==> config.mk <==
export PLATFORM = sky130hd
export DESIGN_NAME = cyl_to_rect
export DESIGN_NICKNAME = d
export VERILOG_FILES = /design/src/rtl/cyl_to_rect.sv
export SDC_FILE = /design/constraint.sdc
export NUM_CORES = 1
export LEC_CHECK = 0
export ABC_CLOCK_PERIOD_IN_PS = 5850
export CORE_ASPECT_RATIO = 0.9
export CORE_MARGIN = 1.5
export CORE_UTILIZATION = 60
export DETAILED_ROUTE_END_ITERATION = 8
export HOLD_SLACK_MARGIN = 0.03
export PLACE_DENSITY = 0.83
export SETUP_SLACK_MARGIN = 0.05
export SLEW_MARGIN = 0
export SYNTH_ARGS = -nofsm -noshare
export SYNTH_HDL_FRONTEND = slang
export SYNTH_SLANG_ARGS = --single-unit
==> constraint.sdc <==
create_clock -name clk -period 5.85 [get_ports clk]
set_clock_uncertainty 0.15 [all_clocks]
set_input_delay 1.17 -clock clk [delete_from_list [all_inputs] [get_ports clk]]
set_output_delay 1.17 -clock clk [all_outputs]
set_load 0.02 [all_outputs]
==> src/rtl/cyl_to_rect.sv <==
// Cylindrical-to-rectangular converter: 8-step CORDIC rotation of (r, 0) by theta, with a quadrant fold.
// Optional radius pre-scaling for CORDIC gain compensation is enabled by defining CYL2RECT_GAIN_COMP_EN.
module cyl_to_rect (
   input  logic              clk,
   input  logic              rst,
   input  logic              in_valid,
   output logic              in_ready,
   input  logic [7:0]        r_in,
   input  logic signed [7:0] theta_in,
   input  logic signed [7:0] z_in,
   output logic              out_valid,
   input  logic              out_ready,
   output logic signed [9:0] x_out,
   output logic signed [9:0] y_out,
   output logic signed [7:0] z_out
);

   typedef enum logic [1:0] {IDLE = 2'd0, ITER = 2'd1, DONE = 2'd2} state_t;

   state_t             r_state, w_nextState;
   logic signed [11:0] r_x, r_y, r_z;
   logic [2:0]         r_iter;
   logic               r_outValid;

   logic signed [11:0] w_rs, w_theta16, w_x0, w_y0, w_z0;
   logic signed [11:0] w_xSh, w_ySh, w_xNew, w_yNew, w_zNew, w_angle;
   logic               w_accept, w_release;

`ifdef CYL2RECT_GAIN_COMP_EN
   // 155/256 ~= 1/1.6468 cancels the CORDIC gain so the result magnitude tracks r
   logic [15:0] w_rScaled;
   assign w_rScaled = r_in * 8'd155;
   assign w_rs      = 12'(w_rScaled >> 8);
`else
   assign w_rs = {4'b0000, r_in};
`endif

   assign w_theta16 = {theta_in, 4'b0000};
   assign w_accept  = in_valid && (r_state == IDLE);
   assign w_release = (r_state == DONE) && r_outValid && out_ready;
   assign in_ready  = (r_state == IDLE);
   assign out_valid = r_outValid;

   // Angles beyond +/-90 are pre-rotated so the residual stays inside CORDIC convergence range
   always_comb begin
      w_x0 = w_rs;
      w_y0 = '0;
      w_z0 = w_theta16;
      if (theta_in > 8'sd90) begin
         w_x0 = '0;
         w_y0 = w_rs;
         w_z0 = w_theta16 - 12'sd1440;
      end else if (theta_in < -8'sd90) begin
         w_x0 = '0;
         w_y0 = -w_rs;
         w_z0 = w_theta16 + 12'sd1440;
      end
   end

   always_comb begin
      w_angle = 12'sd0;
      case (r_iter)
         3'd0: w_angle = 12'sd720;
         3'd1: w_angle = 12'sd425;
         3'd2: w_angle = 12'sd225;
         3'd3: w_angle = 12'sd114;
         3'd4: w_angle = 12'sd57;
         3'd5: w_angle = 12'sd29;
         3'd6: w_angle = 12'sd14;
         3'd7: w_angle = 12'sd7;
         default: w_angle = 12'sd0;
      endcase
   end

   assign w_xSh = r_x >>> r_iter;
   assign w_ySh = r_y >>> r_iter;

   always_comb begin
      w_xNew = r_x - w_ySh;
      w_yNew = r_y + w_xSh;
      w_zNew = r_z - w_angle;
      if (r_z[11]) begin
         w_xNew = r_x + w_ySh;
         w_yNew = r_y - w_xSh;
         w_zNew = r_z + w_angle;
      end
   end

   always_comb begin
      w_nextState = r_state;
      case (r_state)
         IDLE:    if (in_valid) w_nextState = ITER;
         ITER:    if (r_iter == 3'd7) w_nextState = DONE;
         DONE:    if (w_release) w_nextState = IDLE;
         default: w_nextState = IDLE;
      endcase
   end

   // out_valid lags entry into DONE by one cycle, giving a 9-clock accept-to-valid latency
   always_ff @(posedge clk) begin
      if (rst) begin
         r_state    <= IDLE;
         r_iter     <= '0;
         r_x        <= '0;
         r_y        <= '0;
         r_z        <= '0;
         x_out      <= '0;
         y_out      <= '0;
         z_out      <= '0;
         r_outValid <= 1'b0;
      end else begin
         r_state    <= w_nextState;
         r_outValid <= (r_state == DONE) && !w_release;
         if (w_accept) begin
            r_x    <= w_x0;
            r_y    <= w_y0;
            r_z    <= w_z0;
            r_iter <= '0;
            z_out  <= z_in;
         end else if (r_state == ITER) begin
            r_x    <= w_xNew;
            r_y    <= w_yNew;
            r_z    <= w_zNew;
            r_iter <= r_iter + 3'd1;
            if (r_iter == 3'd7) begin
               x_out <= w_xNew[9:0];
               y_out <= w_yNew[9:0];
            end
         end
      end
   end

endmodule

==> flow_summary.json, run 1 <==
{
  "grt_pass1_wl_um": 30000,
  "powerDensity_nw_per_um2": 351,
  "start_util": 0.627,
  "synth_edf_count": 0,
  "final-setup-viol-count": 0,
  "ioPinCount": 58,
  "via_per_inst": 6.39,
  "first_pass_iters": 6,
  "dp_hpwl_um": 13500,
  "synth.distinct_cells": 70,
  "top_layer": "met4",
  "avgSynthCellArea_um2": 7.99,
  "die_area_um2": 11500,
  "cts.sinks": 80,
  "cp-start-kind": "register",
  "antenna_found_initial": 0,
  "rsz0062_at_grt": "no",
  "coreArea_um2": 10400,
  "met1_length_um": 8150,
  "hold_buffers": 0,
  "drtAntennaViolNets": 0,
  "ys_ff_latch": 80,
  "fin_area_um2": 7420,
  "drc": 0,
  "h-tree-depth": 3,
  "wirelength_um": 18500,
  "routedWlPerCell_um": 18.8,
  "yosys.area.top_type_share": 0.245,
  "vdd_drop_max_mv": 0.203,
  "synth_common_cells": "114 x nand2_1, 99 x a21oi_1, 80 x dfxtp_1",
  "port_buffers": 57,
  "cts_resized": 0,
  "dr_wl_met2_um": 7970,
  "synth_top_cell_by_area": "dfxtp_1",
  "clkLatencyLatePin_ps": 350,
  "layout.cells.non_filler": 984,
  "crit_type": "reg2reg",
  "static-leakage-power_uw": 0.00295,
  "cts_setup_buffers": 0,
  "maxCapViolCount": 0,
  "ys_seq_area_frac": 0.245,
  "fin_crit_ps": 4920,
  "status": "complete, no violations",
  "core.rowCount": 35,
  "p_total_uw": 2610,
  "required_ps": 5960,
  "met3_length_um": 1900,
  "overflow": 0,
  "min_path_type": "reg2reg",
  "cts.clk_slew.worst_paths_ps": 70,
  "syn2layout_area_growth_pct": 13.5,
  "async_reset_ff_frac": 0,
  "yosysWarnings": 0,
  "grt_usage": 0.326,
  "worstPathArrival_ps": 5030,
  "syn-instance-count": 818,
  "tns_ps": 0,
  "clockBufferDepth": 2,
  "yosys.cell_count.top_type": "nand2_1",
  "synth_area_um2": 6540,
  "grt_max_degree": 72,
  "postPlaceCellArea_um2": 7100,
  "syn_nets": 898,
  "cts_tree": "done",
  "drt_iter0_drc": 528,
  "crit_path_end_kind": "register",
  "die_height_um": 102,
  "worst-path-max-fanout": 18,
  "first_global_vias": 6099,
  "worst_slew_pin_slew_ps": 1070,
  "holdWs_ps": 305,
  "finalHoldViolCount": 0,
  "fmax_ghz": 0.203,
  "layout.nets": 930,
  "dp.cells": 968,
  "synth-main-ff-cell": "dfxtp_1",
  "n_antenna_cell": 0,
  "drive_gt1_frac": 0.0702,
  "die-width_um": 113,
  "globalplace.congestion": 0.936,
  "max_slew_margin": 0.280,
  "min_period_over_period": 0.840,
  "cts_inserted_buffers": 9,
  "synth_area_leaders": "dfxtp_1 25%, ha_1 9.4%, a21oi_1 7.6%",
  "drv_slew": 0,
  "root_buffer": "clkbuf_16",
  "vias": 6287
}
[sequential cells by signal, indices dropped and copies added (netlist names)]
| name | cells |
|---|---|
| r_z | 12 |
| y_out | 10 |
| w_angle | 10 |
| x_out | 10 |
| r_x | 12 |
| z_out | 8 |
| r_y | 12 |
| out_valid | 1 |
| r_state | 2 |
| r_iter | 3 |
[report_power, final]
group          internal [uW]  switching (uW)
clock network            346             269
logic                    553             736
registers                597             104
[cell families (layout without fill, tap and decap cells)]
group,Yosys count,count (layout),share of synthesized area
simple gates,277,277,0.195
compound gates,224,224,0.218
flops,80,80,0.245
buf+inv,77,114,0.0547
xor+xnor,56,56,0.0750
fa+ha+maj,52,52,0.103
mux,52,52,0.109
[path summary, 6_finish.rpt]
kind / from / end / slack [ps] / cells after the start
hold reg to reg: z_out[4] / z_out[4] / 310 / 2
setup reg to reg: r_iter[1] / r_y[10] / 930 / 14
setup / recovery: r_iter[1] / r_y[10] / 930 / 14
hold / removal: z_out[4] / z_out[4] / 310 / 2
[stage by stage]
stage	utilization	setup slack, ps
after floorplan	-	2120
after global placement	0.681	1410
after detailed placement	0.681	1020
after CTS	0.712	994
after global routing	0.712	668
final	0.712	934
[area by class of cell]
class                      count  area (um^2)
clock buffer                   9          225
clock inverter                 7         97.6
fill                         790         3000
inverter                      32          120
multi-input combinational    661         4580
sequential                    80         1600
tap                          129          161
timing repair buffer          66          633
[layout by cell type (no fill, tap or decap), drive strengths merged, types with 5 or more instances in the layout]
cell type	instances
a311oi	6
a211oi	15
clkbuf	9
inv	35
ha	49
o211ai	6
o22ai	6
o31ai	6
nor2	74
nand2	114
nor3	15
xnor2	32
mux2i	36
xor2	24
mux4	11
nor2b	6
and2	7
nand3b	5
a31oi	8
mux2	5
a221oi	6
dfxtp	80
o21a	5
nand3	18
buf	10
a21oi	99
o21ai	28
clkdlybuf4s50	56
nand2b	6
a21o	10
or3	14
[worst max-delay path: stages (launching register included)]
cell and delay, ps:
dfxtp_1 800, clkinv_1 510, mux2i_1 340, mux2i_1 180
ha_1 310, o21ai_0 150, fa_1 480, a21o_1 170
a21oi_1 230, o21bai_1 120, a2111oi_0 580, o311ai_0 280
xor2_1 200, nand2_1 70, a211oi_1 250
[per-layer routing]
layer	global-route usage	vias to the layer above
met5	0	-
met4	0.102	0
li1	-	2997
met2	0.521	338
met3	0.0783	56
met1	0.442	2896
Note: power is estimated with default switching activity, not from simulation.
==> inputs of run 2 (changes only) <==
- ABC_CLOCK_PERIOD_IN_PS: 5850 -> 4300
- CORE_UTILIZATION: 60 -> 54
- PLACE_DENSITY: 0.83 -> 0.78
- clock period: 5.85 -> 4.3 ns (I/O delays scaled with it)
==> run 2 against run 1 <==
Net effect: sequential power grew 32%; largest cell class unchanged; critical path depth grew 2; global-route usage shrank 3.9 points; critical endpoint unchanged; critical path type unchanged; largest power group unchanged; routed wire length shrank 4.2%.
==> flow_summary.json, run 2 (synthesized netlist as in run 1, its figures left out) <==
{
  "cts.sinks": 80,
  "met3_length_um": 1410,
  "pwr-share-comb": 0.511,
  "met1_length_um": 8250,
  "p_clk_frac": 0.228,
  "final_common_cell": "nand2_1",
  "hold_buffers": 0,
  "p_total_uw": 3550,
  "grt_pass1_wl_um": 29400,
  "coreArea_um2": 11600,
  "die-width_um": 119,
  "n_antenna_cell": 0,
  "rsz0062_at_grt": "yes",
  "tns_ps": 0,
  "overflow": 0,
  "worst_slack_ps": 327,
  "worst-path-max-fanout": 34,
  "switching_share": 0.417,
  "clockBufferDepth": 2,
  "layout_common_cells": "114 x nand2_1, 99 x a21oi_1, 79 x dfxtp_1",
  "largest_registers": "r_x: 12 flops, r_y: 12 flops, r_z: 12 flops",
  "h-tree-depth": 3,
  "min_period_over_period": 0.924,
  "pwr-share-seq": 0.261,
  "drive_gt1_frac": 0.0897,
  "antenna_found_initial": 0,
  "max_slew_margin": 0.531,
  "holdWs_ps": 305,
  "final-setup-viol-count": 0,
  "vias": 6205,
  "cts_resized": 0,
  "dp_hpwl_um": 13200,
  "fin_util": 0.653,
  "grt_usage": 0.288,
  "vdd_drop_max_mv": 0.299,
  "internal_power_uw": 2070,
  "wirelength_um": 17800,
  "via_per_inst": 6.05,
  "pre_cts_ws_ps": 144,
  "first_global_vias": 5970,
  "cts_setup_buffers": 0,
  "cts_inserted_buffers": 9,
  "dr_wl_met2_um": 7680,
  "fmax_ghz": 0.252,
  "grt_max_degree": 61,
  "ioPinCount": 58,
  "routedWlPerCell_um": 17.3,
  "core.rowCount": 37,
  "drt_iter0_drc": 468,
  "powerDensity_nw_per_um2": 468,
  "syn2layout_area_growth_pct": 16.0,
  "drtAntennaViolNets": 0,
  "cts_tree": "done",
  "status": "complete, no violations",
  "layout.nets": 945,
  "port_buffers": 57,
  "min_path_type": "reg2reg",
  "required_ps": 4420,
  "top_layer": "met4",
  "crit_type": "reg2reg",
  "worst_slew_pin_slew_ps": 702,
  "finalHoldViolCount": 0,
  "fin_crit_ps": 3970,
  "drv_slew": 0,
  "root_buffer": "clkbuf_16",
  "static-leakage-power_uw": 0.00303,
  "start_util": 0.563,
  "die_height_um": 107,
  "crit_path_end_kind": "register",
  "clkLatencyLatePin_ps": 350,
  "maxCapViolCount": 0,
  "fill_cells": 940,
  "drc": 0,
  "cp-start-kind": "register",
  "netSwitchingPower_uw": 1480,
  "globalplace.congestion": 0.884,
  "cts.clk_slew.worst_paths_ps": 60,
  "first_pass_iters": 5,
  "worstPathArrival_ps": 4090,
  "die_area_um2": 12800
}
-- run 2: layout make-up --
class | instances | area [um^2] | share of cell area
Multi-Input combinational cell | 661 | 4590 | 0.606
Sequential cell | 80 | 1600 | 0.211
Timing Repair Buffer | 81 | 758 | 0.100
Clock buffer | 10 | 239 | 0.0315
Tap cell | 156 | 195 | 0.0257
Inverter | 32 | 120 | 0.0158
Clock inverter | 6 | 75.1 | 0.00990
-- run 2: critical path: stages, from the launching register on --
cell	delay, ps
dfxtp_1	350
buf_12	210
mux2i_1	310
mux2i_1	150
mux2i_1	240
ha_1	210
nor2_1	50
xor2_1	170
ha_1	340
a21o_1	200
a21oi_1	230
o21bai_1	130
a2111oi_2	400
o311ai_0	230
xor2_1	180
nand2_1	70
a211oi_1	230
-- run 2: metrics by stage --
stage | std cells | area, um^2
floorplan | 818 | 6540
global placement | 1010 | 7250
detailed placement | 1010 | 7250
CTS | 1026 | 7570
global route | 1026 | 7580
finish | 1026 | 7580
-- run 2: per-layer routing --
metal	vias to the layer above	track usage
li1	3025	-
met1	2910	0.392
met2	242	0.447
met3	28	0.0630
met4	0	0.110
met5	-	0
-- run 2: path summary, 6_finish.rpt --
path,start,depth (start not counted),slack (ps),endpoint
setup / recovery,r_iter[2],16,330,r_y[10]
hold reg to reg,x_out[4],2,310,x_out[4]
setup reg to reg,r_iter[2],16,330,r_y[10]
hold / removal,x_out[4],2,310,x_out[4]
-- run 2: power groups by stage --
stage / logic [uW] / registers, uW / clock network, uW
after global routing: 2010 / 936 / 846
after CTS: 1760 / 922 / 821
after global placement: 1710 / 936 / 0
after floorplan: 1360 / 892 / 0
final: 1810 / 927 / 809
after detailed placement: 1750 / 938 / 0
